**src/rtl/uart_tx_fifo_if.sv**
```systemverilog
// uart_tx_fifo_if: push/status bus plus transmitter we/din/busy handshake for uart_tx_fifo
// Ports (signals):
//   wr_en, wr_data, flush, ovf_clr   bus-side push strobe, byte, queue discard, overflow clear
//   full, empty, level, overflow      bus-side status
//   tx_we, tx_din, tx_busy            transmitter start strobe, byte, busy
// slave is the FIFO; master is the surrounding system (bus plus transmitter), so it drives tx_busy.
interface uart_tx_fifo_if #(
    parameter int AW = 4
);
    logic          wr_en;
    logic [7:0]    wr_data;
    logic          flush;
    logic          ovf_clr;
    logic          full;
    logic          empty;
    logic [AW:0]   level;
    logic          overflow;
    logic          tx_we;
    logic [7:0]    tx_din;
    logic          tx_busy;
    modport master (
        output wr_en, wr_data, flush, ovf_clr, tx_busy,
        input  full, empty, level, overflow, tx_we, tx_din
    );
    modport slave (
        input  wr_en, wr_data, flush, ovf_clr, tx_busy,
        output full, empty, level, overflow, tx_we, tx_din
    );
endinterface

```
**src/rtl/uart_tx_fifo.sv**
```systemverilog
// uart_tx_fifo: byte FIFO that drains itself into a UART transmitter one byte at a time
// Ports:
//   clk    system clock
//   rst_n  synchronous active-low reset
//   bus    uart_tx_fifo_if.slave: push/flush/ovf_clr in, full/empty/level/overflow out,
//          tx_we/tx_din out and tx_busy in towards the transmitter
module uart_tx_fifo #(
    parameter int DEPTH = 16,
    parameter int AW    = 4
) (
    input  logic           clk,
    input  logic           rst_n,
    uart_tx_fifo_if.slave  bus
);
    typedef enum logic [1:0] {IDLE, ISSUE, WAIT_BUSY, WAIT_DONE} state_t;
    state_t        state_q, state_d;
    logic [7:0]    mem [DEPTH];
    logic [AW-1:0] rd_ptr_q, rd_ptr_d, wr_ptr_q, wr_ptr_d;
    logic [AW:0]   level_q, level_d;
    logic          overflow_q, overflow_d;
    logic [7:0]    tx_din_q, tx_din_d;
    logic          full, empty, push, pop;

    assign full  = level_q == (AW+1)'(DEPTH);
    assign empty = level_q == '0;
    // full is the pre-edge value, so a pop in the same cycle never makes room for a push
    assign push  = bus.wr_en && !full && !bus.flush;
    // only the drain FSM pops, on its IDLE->ISSUE transition
    assign pop   = state_q == IDLE && !empty && !bus.tx_busy;

    always_comb begin
        rd_ptr_d   = bus.flush ? '0 : rd_ptr_q + AW'(pop);
        wr_ptr_d   = bus.flush ? '0 : wr_ptr_q + AW'(push);
        level_d    = bus.flush ? '0 : level_q + (AW+1)'(push) - (AW+1)'(pop);
        // setting wins over clearing
        overflow_d = (bus.wr_en && full) || (overflow_q && !bus.ovf_clr);
        tx_din_d   = pop ? mem[rd_ptr_q] : tx_din_q;
    end

    always_comb begin
        state_d = state_q;
        case (state_q)
            IDLE:      state_d = pop ? ISSUE : IDLE;
            ISSUE:     state_d = WAIT_BUSY;
            // wait for the transmitter to acknowledge before watching for its end
            WAIT_BUSY: state_d = bus.tx_busy ? WAIT_DONE : WAIT_BUSY;
            WAIT_DONE: state_d = bus.tx_busy ? WAIT_DONE : IDLE;
            default:   state_d = IDLE;
        endcase
    end

    always_comb begin
        bus.tx_we    = state_q == ISSUE;
        bus.tx_din   = tx_din_q;
        bus.full     = full;
        bus.empty    = empty;
        bus.level    = level_q;
        bus.overflow = overflow_q;
    end

    always_ff @(posedge clk) begin
        if (!rst_n) begin
            state_q    <= IDLE;
            rd_ptr_q   <= '0;
            wr_ptr_q   <= '0;
            level_q    <= '0;
            overflow_q <= 1'b0;
            tx_din_q   <= 8'h00;
        end else begin
            state_q    <= state_d;
            rd_ptr_q   <= rd_ptr_d;
            wr_ptr_q   <= wr_ptr_d;
            level_q    <= level_d;
            overflow_q <= overflow_d;
            tx_din_q   <= tx_din_d;
        end
    end

    always_ff @(posedge clk) begin
        if (rst_n && push) mem[wr_ptr_q] <= bus.wr_data;
    end
endmodule

```
**src/flat_wrapper.sv**
```systemverilog
// flat-port wrapper written by rule: the top's interface ports become plain ports
module uart_tx_fifo_flat 
#(
    parameter int DEPTH = 16,
    parameter int AW    = 4
)
  (clk, rst_n, bus_wr_en, bus_wr_data, bus_flush, bus_ovf_clr, bus_tx_busy, bus_full, bus_empty, bus_level, bus_overflow, bus_tx_we, bus_tx_din);
  uart_tx_fifo_if #(.AW(AW)) bus_i ();
  input  logic clk;
  input  logic rst_n;
  input wire logic [$bits(bus_i.wr_en)-1:0] bus_wr_en;
  input wire logic [$bits(bus_i.wr_data)-1:0] bus_wr_data;
  input wire logic [$bits(bus_i.flush)-1:0] bus_flush;
  input wire logic [$bits(bus_i.ovf_clr)-1:0] bus_ovf_clr;
  input wire logic [$bits(bus_i.tx_busy)-1:0] bus_tx_busy;
  output wire logic [$bits(bus_i.full)-1:0] bus_full;
  output wire logic [$bits(bus_i.empty)-1:0] bus_empty;
  output wire logic [$bits(bus_i.level)-1:0] bus_level;
  output wire logic [$bits(bus_i.overflow)-1:0] bus_overflow;
  output wire logic [$bits(bus_i.tx_we)-1:0] bus_tx_we;
  output wire logic [$bits(bus_i.tx_din)-1:0] bus_tx_din;
  assign bus_i.wr_en = bus_wr_en;
  assign bus_i.wr_data = bus_wr_data;
  assign bus_i.flush = bus_flush;
  assign bus_i.ovf_clr = bus_ovf_clr;
  assign bus_i.tx_busy = bus_tx_busy;
  assign bus_full = bus_i.full;
  assign bus_empty = bus_i.empty;
  assign bus_level = bus_i.level;
  assign bus_overflow = bus_i.overflow;
  assign bus_tx_we = bus_i.tx_we;
  assign bus_tx_din = bus_i.tx_din;
  uart_tx_fifo #(.DEPTH(DEPTH), .AW(AW)) u_core (.clk(clk), .rst_n(rst_n), .bus(bus_i));
endmodule
```
**config.mk**
```make
export PLATFORM = sky130hd
export DESIGN_NAME = uart_tx_fifo_flat
export DESIGN_NICKNAME = d
export VERILOG_FILES = /design/src/rtl/uart_tx_fifo_if.sv /design/src/rtl/uart_tx_fifo.sv /design/src/flat_wrapper.sv
export SDC_FILE = /design/constraint.sdc
export NUM_CORES = 1
export LEC_CHECK = 0
export CAP_MARGIN = 20
export CORE_MARGIN = 8
export CORE_UTILIZATION = 26
export CTS_CLUSTER_DIAMETER = 100
export DETAILED_ROUTE_END_ITERATION = 8
export GPL_TIMING_DRIVEN = 1
export SKIP_CTS_REPAIR_TIMING = 1
export SLEW_MARGIN = 10
export SYNTH_ARGS = -nofsm -noshare
export SYNTH_HDL_FRONTEND = slang
export SYNTH_SLANG_ARGS = --single-unit
```
**constraint.sdc**
```tcl
create_clock -name clk -period 5.75 [get_ports clk]
set_input_delay 1.725 -clock clk [delete_from_list [all_inputs] [get_ports clk]]
set_output_delay 1.725 -clock clk [all_outputs]
set_load 0.1 [all_outputs]
```
After elaboration in Yosys (flattened, before gate mapping)
Memories as Yosys holds them, arrays and structs flattened. A register that Yosys moved wholly into a read port is not among the register bits.
Cells that the tools add are included.
- $add $sub $neg: 4
- reductions and logical operators: 17
- mux-type cells: 6
- bitwise gates (word level): 1
- equality and inequality tests: 4
- operators by type and width (kind ; number):
    adder 4 x 1 -> 4 bit ; 2
    one-hot mux 2 bit (4 select lines) ; 1
    logical AND 1 bit ; 7
    logical NOT 1 bit ; 6
    adder 5 x 1 -> 5 bit ; 1
    == test 5 bit (second input constant) ; 1
    logical NOT 5 bit ; 1
    subtractor 5 x 1 -> 5 bit ; 1
    == test 2 bit (second input constant) ; 2
    two-way mux 1 bit ; 4
    == test 2 x 1 -> 1 bit (second input constant) ; 1
    logical NOT 2 bit ; 1
    two-way mux 2 bit ; 1
    OR reduction 2 bit ; 1
    logical OR 1 bit ; 1
    inverter 1 bit ; 1
- bits in writable memories: 128
- register bits: 16
- input bits: 14
- logic and storage cells: 38
- memories kept: 1
- memory list (name ; depth ; bits a word ; read ports ; clocked after Yosys merged registers in ; write ports ; line ; RTL):
    u_core.mem ; 16 ; 8 ; 1 ; 1 ; 1 ; uart_tx_fifo.sv:17 ; logic [7:0] mem [DEPTH];

Logic depth before layout (Yosys ltp)
- word-level depth: 7
- depth in mapped cells: 15
- mapped depth without buffers: 14

Least setup slack after synthesis
Ideal clock, no wire load.
- kind: register to register
- start point: reg u_core.level_q[3] (netlist: u_core.bus.level[3])
- end point: reg u_core.level_q[4] (netlist: u_core.bus.level[4])
- cell stages (with the launch flop): 16
- arrival: 4.585 ns
- path slack: 1.039 ns
- cells stage by stage: dfxtp_1 inv_1 ha_1 nor4b_2 or4_1 buf_6 clkinv_8 ha_1 inv_1 ha_1 inv_1 fa_1 nand2b_1 a21oi_1 o21ai_0 nor3b_1
- elaborated cells between the ends (all ways): 10
- RTL lines (what ; line ; RTL):
    start: declaration ; uart_tx_fifo.sv:19 ; logic [AW:0] level_q, level_d;
    start signal: assignment ; uart_tx_fifo.sv:73 ; level_q <= level_d;
    logical NOT 5 bit ; uart_tx_fifo.sv:25 ; assign empty = level_q == '0;
    via bus_empty ; flat_wrapper.sv:17 ; output wire logic [$bits(bus_i.empty)-1:0] bus_empty;
    logical NOT 1 bit ; uart_tx_fifo.sv:29 ; assign pop = state_q == IDLE && !empty && !bus.tx_busy;
    logical AND 1 bit (2 in a row) ; uart_tx_fifo.sv:29 ;
    via u_core.pop ; uart_tx_fifo.sv:22 ; logic full, empty, push, pop;
    subtractor 5 x 1 -> 5 bit ; uart_tx_fifo.sv:34 ; level_d = bus.flush ? '0 : level_q + (AW+1)'(push) - (AW+1)'(pop);
The timed path passes the listed nets, and every way through them passes these cells.
A chain may end at the register's enable or synchronous reset.

Final worst setup path
- start point: in bus_tx_busy
- end point: reg u_core.level_q[4] (netlist: u_core.bus.level[4])
- cells in the longest elaborated chain, start to end: 3
- ends and longest elaborated chain (what ; line ; RTL):
    start: declaration ; flat_wrapper.sv:15 ; input wire logic [$bits(bus_i.tx_busy)-1:0] bus_tx_busy;
    logical NOT 1 bit ; uart_tx_fifo.sv:29 ;
    logical AND 1 bit ; uart_tx_fifo.sv:29 ;
    via u_core.pop ; uart_tx_fifo.sv:22 ;
    subtractor 5 x 1 -> 5 bit ; uart_tx_fifo.sv:34 ;
The timed path passes the listed nets, and every way through them passes these cells.

==> impl_results.md <==
- Status: finished, final reports clean
- Worst-path maximum fanout: 10
- Slew HR: 0.332
- Hold WC Path Type: flip-flop to flip-flop
- Endpoints failing setup: 0
- Slowest cell on the critical path: or4_1
- Post-synthesis net count: around 350
- CTS sink cnt: between 150 and 200
- Antenna Cells: 0
- Most Crowded Layer GR: met2
- PwrDens: about 430 nW/µm²
- Die area: about 28000 µm²
- Vias post-DR: 2955
- Max Freq: roughly 230 MHz
- Nets@finish: between 300 and 400
- Setup CP Type: primary input to flip-flop
- Netlist cell types: 38
- I/O Pins: 31
- Max Cap Violations: 0
- Hold Violations, Final: 0
- Sequential-to-total area share from yosys stat: 0.716
- Starting DRT DRC Count: 212
- Nature of the critical path endpoint: flip-flop
- Crit path required time: just over 6 ns
- Dpl ws: approximately 1.0 ns
- Number of routed nets with antenna violations: 0
- Initial core utilization: 0.266
- CTS tree: built
- Synth Warn #: 0
- Vias in the first global route: 3230
- Post-route clock period utilization: 0.747
- Unrepaired setup endpoints after global routing: false
- Post-DP HPWL: 7500 µm
- GR Util met2: 0.137
- Crit path launch type: primary input
- Post-Syn Instances: 320
- H-tree depth: 4
- Routability cong.: around 0.7
- Ys async rst share: 0
- Pwr Total: about 0.0032 W
- Synthesized area: 6040 µm²
- Die height: about 170 µm
- Leak: 2.26 nW
- Layout Skew: 0.00841 ns
- First-pass GRT wire length: between 15000 and 20000 µm
- Post-route DRC: 0
- Gr ovfl total: 0
- Core Area: 22700 µm²
- WP data arrival: roughly 4.6 ns
- Buffers added on ports: 30
- Max VDD drop: between 0.2 and 0.3 mV
- Avg Cell Area, Syn: 18.9 µm²
- Post-synth EDFFs: 128
- Initial antenna violation count: 0
- Die W: between 150 and 200 µm
- Worst path max stage delay: 0.77 ns
- Worst setup margin: between 1 and 1.5 ns
- CTS max path bufs: 2
- Largest net degree at the start of global routing: 35
- Routed wire per std cell: approximately 18 µm
- Clock root buffer master: clkbuf_16
- Clk slew on worst S/H paths: approximately 0.06 ns
- Overall Global Routing Usage: 0.0891
- Share of post-route cells with drive strength above 1: 0.206
- Yosys reg bits: between 150 and 200
- Worst skew pair latency: between 0.4 and 0.5 ns
- Cell Rows: 55
- Met1 Usage GRT: 0.108
- Synth Flop Type: edfxtp_1
- Slew Limit Fails: 0
- Slew @ Worst Pin: roughly 1 ns
- CTS buffer count: 17
- CP Cell Sequence: clkdlybuf4s50_1, or4_1, clkinv_8, ha_1, inv_1, ha_1, inv_1, fa_1, nand2b_1, a21oi_1, nor3_1, nor3b_1
- GR Layer Usage met3: 0.0374
- Drt first pass iters: 4
- WL final: about 12000 µm
- Via density: 4.49
- Tmin final: 4.29 ns
- Layout area overhead: 20.6%
- Setup_tns: 0 ns
-- critical path, delay by kind of cell --
family / cells / cell delay (ns)
adders and majority gates: 3 / 0.76
buffers and inverters: 4 / 0.71
and+or+nand+nor: 4 / 1.23
AOI/OAI and AO/OA: 1 / 0.18
-- power by group --
group	total (W)	internal [W]	leakage (nW)	switching (W)
clock	0.00117	0.000729	0.306	0.000440
combinational	0.000703	0.000197	0.612	0.000506
sequential	0.00128	0.00124	1.35	0.0000415
total	0.00315	0.00216	2.26	0.000988
-- metrics by stage --
| stage | util | instance area [µm²] | cells | hold slack [ns] |
|---|---|---|---|---|
| 4_1_cts | 0.321 | 7280 | 658 | 0.502 |
| 6_report | 0.321 | 7280 | 658 | 0.502 |
| 3_5_place_dp | 0.293 | 6660 | 626 | 0.494 |
| 5_1_grt | 0.321 | 7280 | 658 | 0.530 |
| 3_3_place_gp | 0.293 | 6650 | 625 | 0.468 |
| 2_1_floorplan | - | 6040 | 320 | 0.450 |
-- cell type report --
type,count,area (µm²)
Sequential cell,152,4330
Fill cell,2145,15400
Tap cell,285,357
Timing Repair Buffer,37,360
Inverter,10,50.0
Clock buffer,18,429
Multi-Input combinational cell,142,1570
Clock inverter,14,191
-- synth_stat cells (all sizes together) (2+ instances only) --
cell type,n,share of area
o21ai,2,0.0017
a21oi,3,0.0025
and2,5,0.0052
inv,9,0.0056
buf,11,0.013
nand2b,4,0.0041
xnor2,4,0.0058
nor3b,2,0.0033
nand4b,2,0.0029
nor3,5,0.0041
dfxtp,24,0.080
nand3,11,0.011
o221ai,8,0.012
ha,10,0.021
nor2b,3,0.0031
nand2,2,0.0012
nor2,19,0.012
edfxtp,128,0.64
mux2i,16,0.027
clkbuf,5,0.0031
mux4,32,0.12
xor2,3,0.0044
-- placed cells by master (no fill, tap or decap), drive strengths merged, types with 5 or more instances in the layout --
cell type / n
mux2i: 16
clkinv: 5
inv: 14
nand3: 11
nor2: 19
buf: 7
and2: 5
clkbuf: 18
edfxtp: 128
ha: 10
dfxtp: 24
clkdlybuf4s50: 30
mux4: 32
nor3: 5
o221ai: 8
-- kinds of logic after synthesis --
family	count (synthesis)	share of synthesized area
XOR/XNOR	7	0.0102
AO/OA/AOI/OAI	16	0.0193
adder cells (fa/ha/maj)	11	0.0240
flip-flops	152	0.716
buffers and inverters	26	0.0242
multiplexers	48	0.146
AND/OR/NAND/NOR	60	0.0603
-- sequential cells by signal (all words and copies together), names as in the netlist --
signal	flops
u_core.bus.level	5
u_core.bus.overflow	1
u_core.bus.tx_din	8
u_core.mem	128
u_core.rd_ptr_q	4
u_core.state_q	2
u_core.wr_ptr_q	4
-- worst paths after layout --
check / start / endpoint / slack [ns] / cells past startpoint
worst min register to register: u_core.state_q[0]$_SDFF_PN0_ / u_core.state_q[1]$_SDFF_PN0_ / 0.50 / 1
worst max-delay path: bus_tx_busy / u_core.bus.level[4]$_SDFF_PP0_ / 1.46 / 12
worst min-delay path: u_core.state_q[0]$_SDFF_PN0_ / u_core.state_q[1]$_SDFF_PN0_ / 0.50 / 1
worst max register to register: u_core.bus.level[2]$_SDFF_PP0_ / u_core.bus.level[4]$_SDFF_PP0_ / 2.49 / 14
-- routing by layer --
metal | routed length (µm) | up-vias
met4 | 215 | 0
met2 | 5530 | 83
met5 | 0 | -
met1 | 4990 | 1503
li1 | - | 1349
met3 | 956 | 20
Note: power is estimated with default switching activity, not from simulation.
